### config.mk
export PLATFORM = sky130hd
export DESIGN_NAME = if_pc_stage
export DESIGN_NICKNAME = d
export VERILOG_FILES = /design/src/rtl/mips_pkg.sv /design/src/rtl/pc_next_mux.sv /design/src/rtl/if_pc_stage.sv
export SDC_FILE = /design/constraint.sdc
export NUM_CORES = 1
export LEC_CHECK = 0
export CELL_PAD_IN_SITES_DETAIL_PLACEMENT = 0
export CELL_PAD_IN_SITES_GLOBAL_PLACEMENT = 1
export CORE_MARGIN = 10
export CORE_UTILIZATION = 37
export CTS_CLUSTER_SIZE = 24
export DETAILED_ROUTE_END_ITERATION = 10
export PLACE_DENSITY_LB_ADDON = 0.1
export SLEW_MARGIN = 20
export SYNTH_ARGS = -nofsm -noshare
export SYNTH_HDL_FRONTEND = slang
export SYNTH_SLANG_ARGS = --single-unit
### constraint.sdc
create_clock -name i_clk -period 5.4 [get_ports i_clk]
set_input_delay 1.62 -clock i_clk [delete_from_list [all_inputs] [get_ports i_clk]]
set_output_delay 1.62 -clock i_clk [all_outputs]
set_load 0.1 [all_outputs]
### src/rtl/mips_pkg.sv
// mips_pkg: shared fetch-stage constants and the IF PC-stage FSM state type.
//   ADDR_WIDTH  default PC/target width
//   INSTR_BYTES bytes per instruction (sequential PC step)
//   pc_state_e  IDLE / RUN / HALT
package mips_pkg;
  localparam int ADDR_WIDTH = 32;
  localparam int INSTR_BYTES = 4;
  typedef enum logic [1:0] {IDLE, RUN, HALT} pc_state_e;
endpackage

### src/rtl/pc_next_mux.sv
// pc_next_mux: combinational next-PC selection for the fetch stage.
//   in : pc, pc_plus4, branch_target, jump_target, pc_src, jump, stall, halt
//   out: next_pc (halt > branch > jump > stall > pc+4, targets word-masked),
//        redirect (branch or jump taken), misaligned (selected target bits [1:0] != 0)
module pc_next_mux import mips_pkg::*; #(
  parameter int AW = ADDR_WIDTH
) (
  input  logic [AW-1:0] pc,
  input  logic [AW-1:0] pc_plus4,
  input  logic [AW-1:0] branch_target,
  input  logic [AW-1:0] jump_target,
  input  logic          pc_src,
  input  logic          jump,
  input  logic          stall,
  input  logic          halt,
  output logic [AW-1:0] next_pc,
  output logic          redirect,
  output logic          misaligned
);
  logic [AW-1:0] target;
  always_comb begin
    target = pc_src ? branch_target : jump_target;
    redirect = !halt && (pc_src || jump);
    misaligned = target[1:0] != 2'b00;
    // A redirect wins over a stall: the hazard being stalled on belongs to the squashed path.
    next_pc = halt ? pc : redirect ? {target[AW-1:2], 2'b00} : stall ? pc : pc_plus4;
  end
endmodule

### src/rtl/if_pc_stage.sv
// if_pc_stage: instruction-fetch PC register with IDLE/RUN/HALT control.
//   in : i_clk, i_rst_n (sync, active-low), i_start, i_pc_src, i_branch_target,
//        i_jump, i_jump_target, i_stall, i_halt
//   out: o_pc, o_pc_plus4, o_valid, o_if_id_flush, o_halted, o_fetch_count, o_align_err
//   Macro IF_PC_ALIGN_CHECK_EN: misaligned redirect targets set sticky o_align_err and halt;
//   when undefined targets are only masked and o_align_err stays 0.
module if_pc_stage import mips_pkg::*; #(
  parameter int                    ADDR_WIDTH = mips_pkg::ADDR_WIDTH,
  parameter logic [ADDR_WIDTH-1:0] RESET_PC   = 32'h0000_0000
) (
  input  logic                  i_clk,
  input  logic                  i_rst_n,
  input  logic                  i_start,
  input  logic                  i_pc_src,
  input  logic [ADDR_WIDTH-1:0] i_branch_target,
  input  logic                  i_jump,
  input  logic [ADDR_WIDTH-1:0] i_jump_target,
  input  logic                  i_stall,
  input  logic                  i_halt,
  output logic [ADDR_WIDTH-1:0] o_pc,
  output logic [ADDR_WIDTH-1:0] o_pc_plus4,
  output logic                  o_valid,
  output logic                  o_if_id_flush,
  output logic                  o_halted,
  output logic [31:0]           o_fetch_count,
  output logic                  o_align_err
);
`ifdef IF_PC_ALIGN_CHECK_EN
  localparam bit ALIGN_EN = 1'b1;
`else
  localparam bit ALIGN_EN = 1'b0;
`endif
  pc_state_e state;
  logic [ADDR_WIDTH-1:0] next_pc;
  logic redirect, misaligned, run, fault;
  assign run = state == RUN;
  assign fault = ALIGN_EN && redirect && misaligned;
  assign o_pc_plus4 = o_pc + ADDR_WIDTH'(INSTR_BYTES);
  assign o_valid = run;
  assign o_halted = state == HALT;
  pc_next_mux #(.AW(ADDR_WIDTH)) u_mux (
    .pc            (o_pc),
    .pc_plus4      (o_pc_plus4),
    .branch_target (i_branch_target),
    .jump_target   (i_jump_target),
    .pc_src        (i_pc_src),
    .jump          (i_jump),
    .stall         (i_stall),
    .halt          (i_halt),
    .next_pc       (next_pc),
    .redirect      (redirect),
    .misaligned    (misaligned)
  );
  always_ff @(posedge i_clk) begin
    if (!i_rst_n) begin
      state <= IDLE;
      o_pc <= RESET_PC;
      o_if_id_flush <= 1'b0;
      o_fetch_count <= 32'd0;
      o_align_err <= 1'b0;
    end else begin
      o_if_id_flush <= run && redirect;
      if (state == IDLE && i_start) state <= RUN;
      if (run) begin
        o_pc <= next_pc;
        if (next_pc != o_pc) o_fetch_count <= o_fetch_count + 32'd1;
        if (i_halt || fault) state <= HALT;
        if (fault) o_align_err <= 1'b1;
      end
    end
  end
endmodule

# [After elaboration in Yosys (flattened, before gate mapping)]
# Index checks and enable logic that the tools add are counted.
[word_totals] reg_bits=67 in_bits=71
[classes] add_sub_neg=2 eq_ne=3 mux=7 reduce_logical=7
[ops] op="$mux 32" count=4
[ops] op="$add 32x1->32 const B" count=1
[ops] op="$add 32x3->32 const B" count=1
[ops] op="$ne 32x32->1" count=1
[ops] op="$mux 2" count=3
[ops] op="$logic_and 1x1->1" count=3
[ops] op="$eq 2x1->1 const B" count=1
[ops] op="$eq 2x2->1 const B" count=1
[ops] op="$logic_not 2->1" count=1
[ops] op="$reduce_and 2->1" count=1
[ops] op="$logic_not 1->1" count=1
[ops] op="$logic_or 1x1->1" count=1

# [Depth between registers and ports, before layout]
[logic_depth] word_depth=6 ltp_mapped=14 depth_no_buf=10

# [Cells and area by module]
# Synthesis repeated with hierarchy kept, for this count alone.
[hier_totals] hier_cells=700 area_unflattened_um2=5355.1
[modules_own_cells] module="if_pc_stage" instances=1 cells_each=512 area_each_um2=4140.2 seq_area_each_um2=1341.3
[modules_own_cells] module="pc_next_mux" instances=1 cells_each=188 area_each_um2=1214.9 seq_area_each_um2=0.0

# [Worst setup path before layout]
# No wires, ideal clock.
[synth_path] path_kind="reg-to-output" from="register o_pc[3]" to="output o_pc_plus4[18]" t_arrival_ns=3.994 t_required_ns=3.780 slack_ns=-0.214 stages_incl_launch_ff=6 path_cell_list="dfxtp_1 ha_1 nand3_2 nor4_1 nand2_1 xnor2_1"
[synth_between] elab_chain_cells=1
[synth_lines] item="from (decl)" line_no="if_pc_stage.sv:20" text="output logic [ADDR_WIDTH-1:0] o_pc,"
[synth_lines] item="from (signal assigned)" line_no="if_pc_stage.sv:65" text="o_pc <= next_pc;"
[synth_lines] item="$add 32x3->32" line_no="if_pc_stage.sv:38" text="assign o_pc_plus4 = o_pc + ADDR_WIDTH'(INSTR_BYTES);"
[synth_lines] item="to (decl)" line_no="if_pc_stage.sv:21" text="output logic [ADDR_WIDTH-1:0] o_pc_plus4,"
# Every way passes these cells.

# [Worst setup path in the final report]
[layout_path] from="input i_halt" to="register o_fetch_count[22]"
[layout_between] elab_chain_cells=6
[layout_lines] item="from (decl)" line_no="if_pc_stage.sv:19" text="input logic i_halt,"
[layout_lines] item="$logic_not 1->1" line_no="pc_next_mux.sv:23" text="redirect = !halt && (pc_src || jump);"
[layout_lines] item="$logic_and 1x1->1" line_no="pc_next_mux.sv:23"
[layout_lines] item="$mux 32" line_no="pc_next_mux.sv:26" text="next_pc = halt ? pc : redirect ? {target[AW-1:2], 2'b00} : stall ? pc : pc_plus4;"
[layout_lines] item="$mux 32 (*)" line_no="pc_next_mux.sv:26"
[layout_lines] item="$ne 32x32->1 (*)" line_no="if_pc_stage.sv:66" text="if (next_pc != o_pc) o_fetch_count <= o_fetch_count + 32'd1;"
[layout_lines] item="$reduce_and 2->1 (no source line) (*)"
[layout_lines] item="to (signal assigned)" line_no="if_pc_stage.sv:66"
[layout_lines] item="to (decl)" line_no="if_pc_stage.sv:25" text="output logic [31:0] o_fetch_count,"
# Mark *: on every way between the ends. The rest lies on a longest branch, timed or not.
# A chain may end at the register's enable or synchronous reset.

==> impl_results.md <==
- Outcome: finished clean
- Comb power frac: 29.4%
- Max Buffers Root-to-Sink: 2
- CTS tree: yes
- Core Box Area: 15300 um^2
- Clock latency on the worst-skew pair: 0.35 ns
- Cts repair resizes: 0
- CTS root buffer: clkbuf_16
- Post-CTS Setup Bufs: 0
- Post-DP HPWL: between 20 and 25 mm
- Clock Skews: 0.00689 ns
- Largest net degree at the start of global routing: 37
- DR iter-0 viols: just over 900
- Synth Register Bits: 67
- Avg Cell Area, Syn: 7.26 um^2
- Synth top area share: 23.3%
- Ys flop type: dfxtp_1
- Count of pins over their slew limit: 0
- Critical Path Most Common Cell: nor4_1
- Library cells used by synthesis: 76
- Drt wl/cell: 24.4 um
- RSZ-0062 raised after global routing: false
- Delay-heaviest family, CP: buffers and inverters
- Vias in the first global route: 7075
- Antenna-violating nets left: 0
- Seq/Total Area, Yosys: 23.3%
- Sequential Power Share: a little under a third
- Peak supply drop: between 0.00015 and 0.0002 V
- Required time of the critical path: 5.64 ns
- P&R area growth vs syn: 39.1%
- Worst endpoint data arrival time: roughly 5.3 ns
- Final hold viol count: 0
- Net switching power: 0.639 mW
- Vias per std cell: 6.23
- Asr flop ratio synth: 0%
- Cells along the critical path: clkdlybuf4s50_1 > inv_1 > o221ai_1 > o21ai_1 > or4_1 > nor4_1 > o2111ai_1 > buf_12 > nor2_1 > buf_4 > nor4_1 > o21a_1
- Largest stage delay on the critical path: 0.77 ns
- Startpoint Class: input pin
- Fmax: 199 MHz
- Routed WL: 28.3 mm
- Leak: 2.78 nW
- Row Count: 45
- Cell with the most instances after synthesis: nor2_1
- CTS clock-pin slew for the worst setup and hold paths: 0.06 ns
- Synth top area cells: dfxtp_1 (23%), nor2_1 (5.7%), o21ai_0 (4.0%), xnor2_1 (4.0%), nor4_1 (3.6%)
- Syn Nets: 867
- Post-Syn Area: 5760 um^2
- Crit path capture type: flip-flop
- Bufs and invs on worst path: 4
- Number of max-cap violations: 0
- CTS Hold Bufs: 0
- Critical path fanouts, max: 21
- Power Dens Cells: 220 nW/um^2
- Initial antenna violation count: 0
- Worst hold path class: reg2reg
- End-of-flow core utilization: 52.5%
- GRT overflow: 0
- Final period utilization: 93.0%
- Drc violations: 0
- Final non-filler cell total: 1159
- H-tree lvl count: 3
- Slew HR: 28.3%
- Final GP Congestion: 0.977
- Setup Crit Path Kind: in2reg
- Initial Util: 37.8%
- Dominant cell type by area after synthesis: dfxtp_1
- Die ar.: 21000 um^2
- DR vias: 7216
- Gr usage total: between 20% and 30%
- Die Ht: 145 um
- Endpoints failing setup: 0
- Layout cells sized above 1: 11.6%
- Setup TNS: 0 ns
- # port buffers: 165
- Die W: ~140 um
- Yosys warnings: 0
- Power share of the clock group: approximately two fifths
- Min Tclk post-route: 5.02 ns
- Placed instance count: 1143
- Diodes inserted: 0
- First-pass GRT wire length: around 42 mm
- DR pass1 iterations: 6
- Post-synth EDFFs: 0
- Cts bufs inserted: 9
- IO Count: about 170
- Net Sw Frac: 36.2%
- Clk sinks: 67
- Synth cell count leaders: nor2_1 (88), dfxtp_1 (67), nand2_1 (46), o21ai_0 (46), clkbuf_1 (41)
- Int Power: 1.13 mW
- Post-Syn Instances: ~790
- Final net count: 1016
- Total chip power: 1.77 mW
- Worst-Margin Slew: 1.07 ns
- Slowest CP cell: clkdlybuf4s50_1
-- power groups by stage --
| stage | combinational [mW] | clock [mW] | sequential, mW |
|---|---|---|---|
| final | 0.520 | 0.709 | 0.538 |
| after global placement | 0.508 | 0 | 0.547 |
| after global routing | 0.545 | 0.734 | 0.540 |
| after floorplan | 0.266 | 0 | 0.604 |
| after detailed placement | 0.511 | 0 | 0.548 |
| after CTS | 0.513 | 0.717 | 0.537 |
-- path summary, 6_finish.rpt --
path | start | endpoint | slack [ns] | cells after the start
worst max-delay path | i_halt | o_fetch_count[22] | 0.38 | 12
worst min-delay path | state[1] | state[1] | 0.47 | 2
worst max register to register | o_pc[2] | o_fetch_count[26] | 1.22 | 12
worst min register to register | state[1] | state[1] | 0.47 | 2
-- flip-flops by register name, indices dropped and copies added, names as in the netlist --
name / count
o_fetch_count: 32
state: 2
o_pc: 32
o_if_id_flush: 1
-- per-layer routing --
layer,vias up,GRT usage (%),share of wire (%)
met5,-,0,0
met2,445,41.2,44
li1,3294,-,-
met4,0,11.1,3.2
met1,3411,34.1,41
met3,66,7.04,11
-- cell type report --
type                       instances  area, um^2
tap                              211         264
timing repair buffer             211        1950
fill                            1526        7240
sequential                        67        1340
multi-input combinational        635        4050
clock inverter                     6         111
clock buffer                      10         229
inverter                          19        71.3
-- worst register-to-register path: stages (launching register included) --
cell and delay [ns]:
dfxtp_1 0.67, ha_1 0.43, nand3_2 0.32, nor4_1 0.75, and3_1 0.34, or4_1 0.17
nor4_1 0.08, o2111ai_1 0.21, buf_12 0.22, nor2_1 0.05, buf_4 0.20, or4_1 0.52
a21oi_1 0.15
-- kinds of logic (layout without fill, tap and decap cells) --
kind of cell             after synthesis  after routing  share of synthesized area (%)
AO/OA/AOI/OAI                        231            231                           27.7
XOR/XNOR                              47             47                           7.14
adder cells (fa/ha/maj)                2              2                          0.434
buffers and inverters                 92            246                           7.27
flip-flops                            67             67                           23.3
multiplexers                           6              6                           1.04
other                                  1              1                         0.0651
AND/OR/NAND/NOR                      348            348                           33.1
-- stage by stage --
| stage | instance area [um^2] | hold WS (ns) | setup slack (ns) |
|---|---|---|---|
| 2_1_floorplan | 5810 | 0.437 | 0.0121 |
| 3_3_place_gp | 7680 | 0.453 | 0.176 |
| 3_5_place_dp | 7680 | 0.468 | 0.138 |
| 4_1_cts | 8020 | 0.482 | 0.480 |
| 5_1_grt | 8020 | 0.512 | 0.199 |
| 6_report | 8020 | 0.474 | 0.377 |
-- cell usage in the layout, fill, tap and decap left out, types with 21 or more instances in the layout --
cell type and count:
nor4_1 33, xor2_1 21, nand2_1 46, dfxtp_1 67, a21oi_1 40, buf_4 70, nor3_1 26, nor2_1 88
o21ai_0 46, clkdlybuf4s50_1 138, nand3_1 23
(Power assumes the default switching activity.)
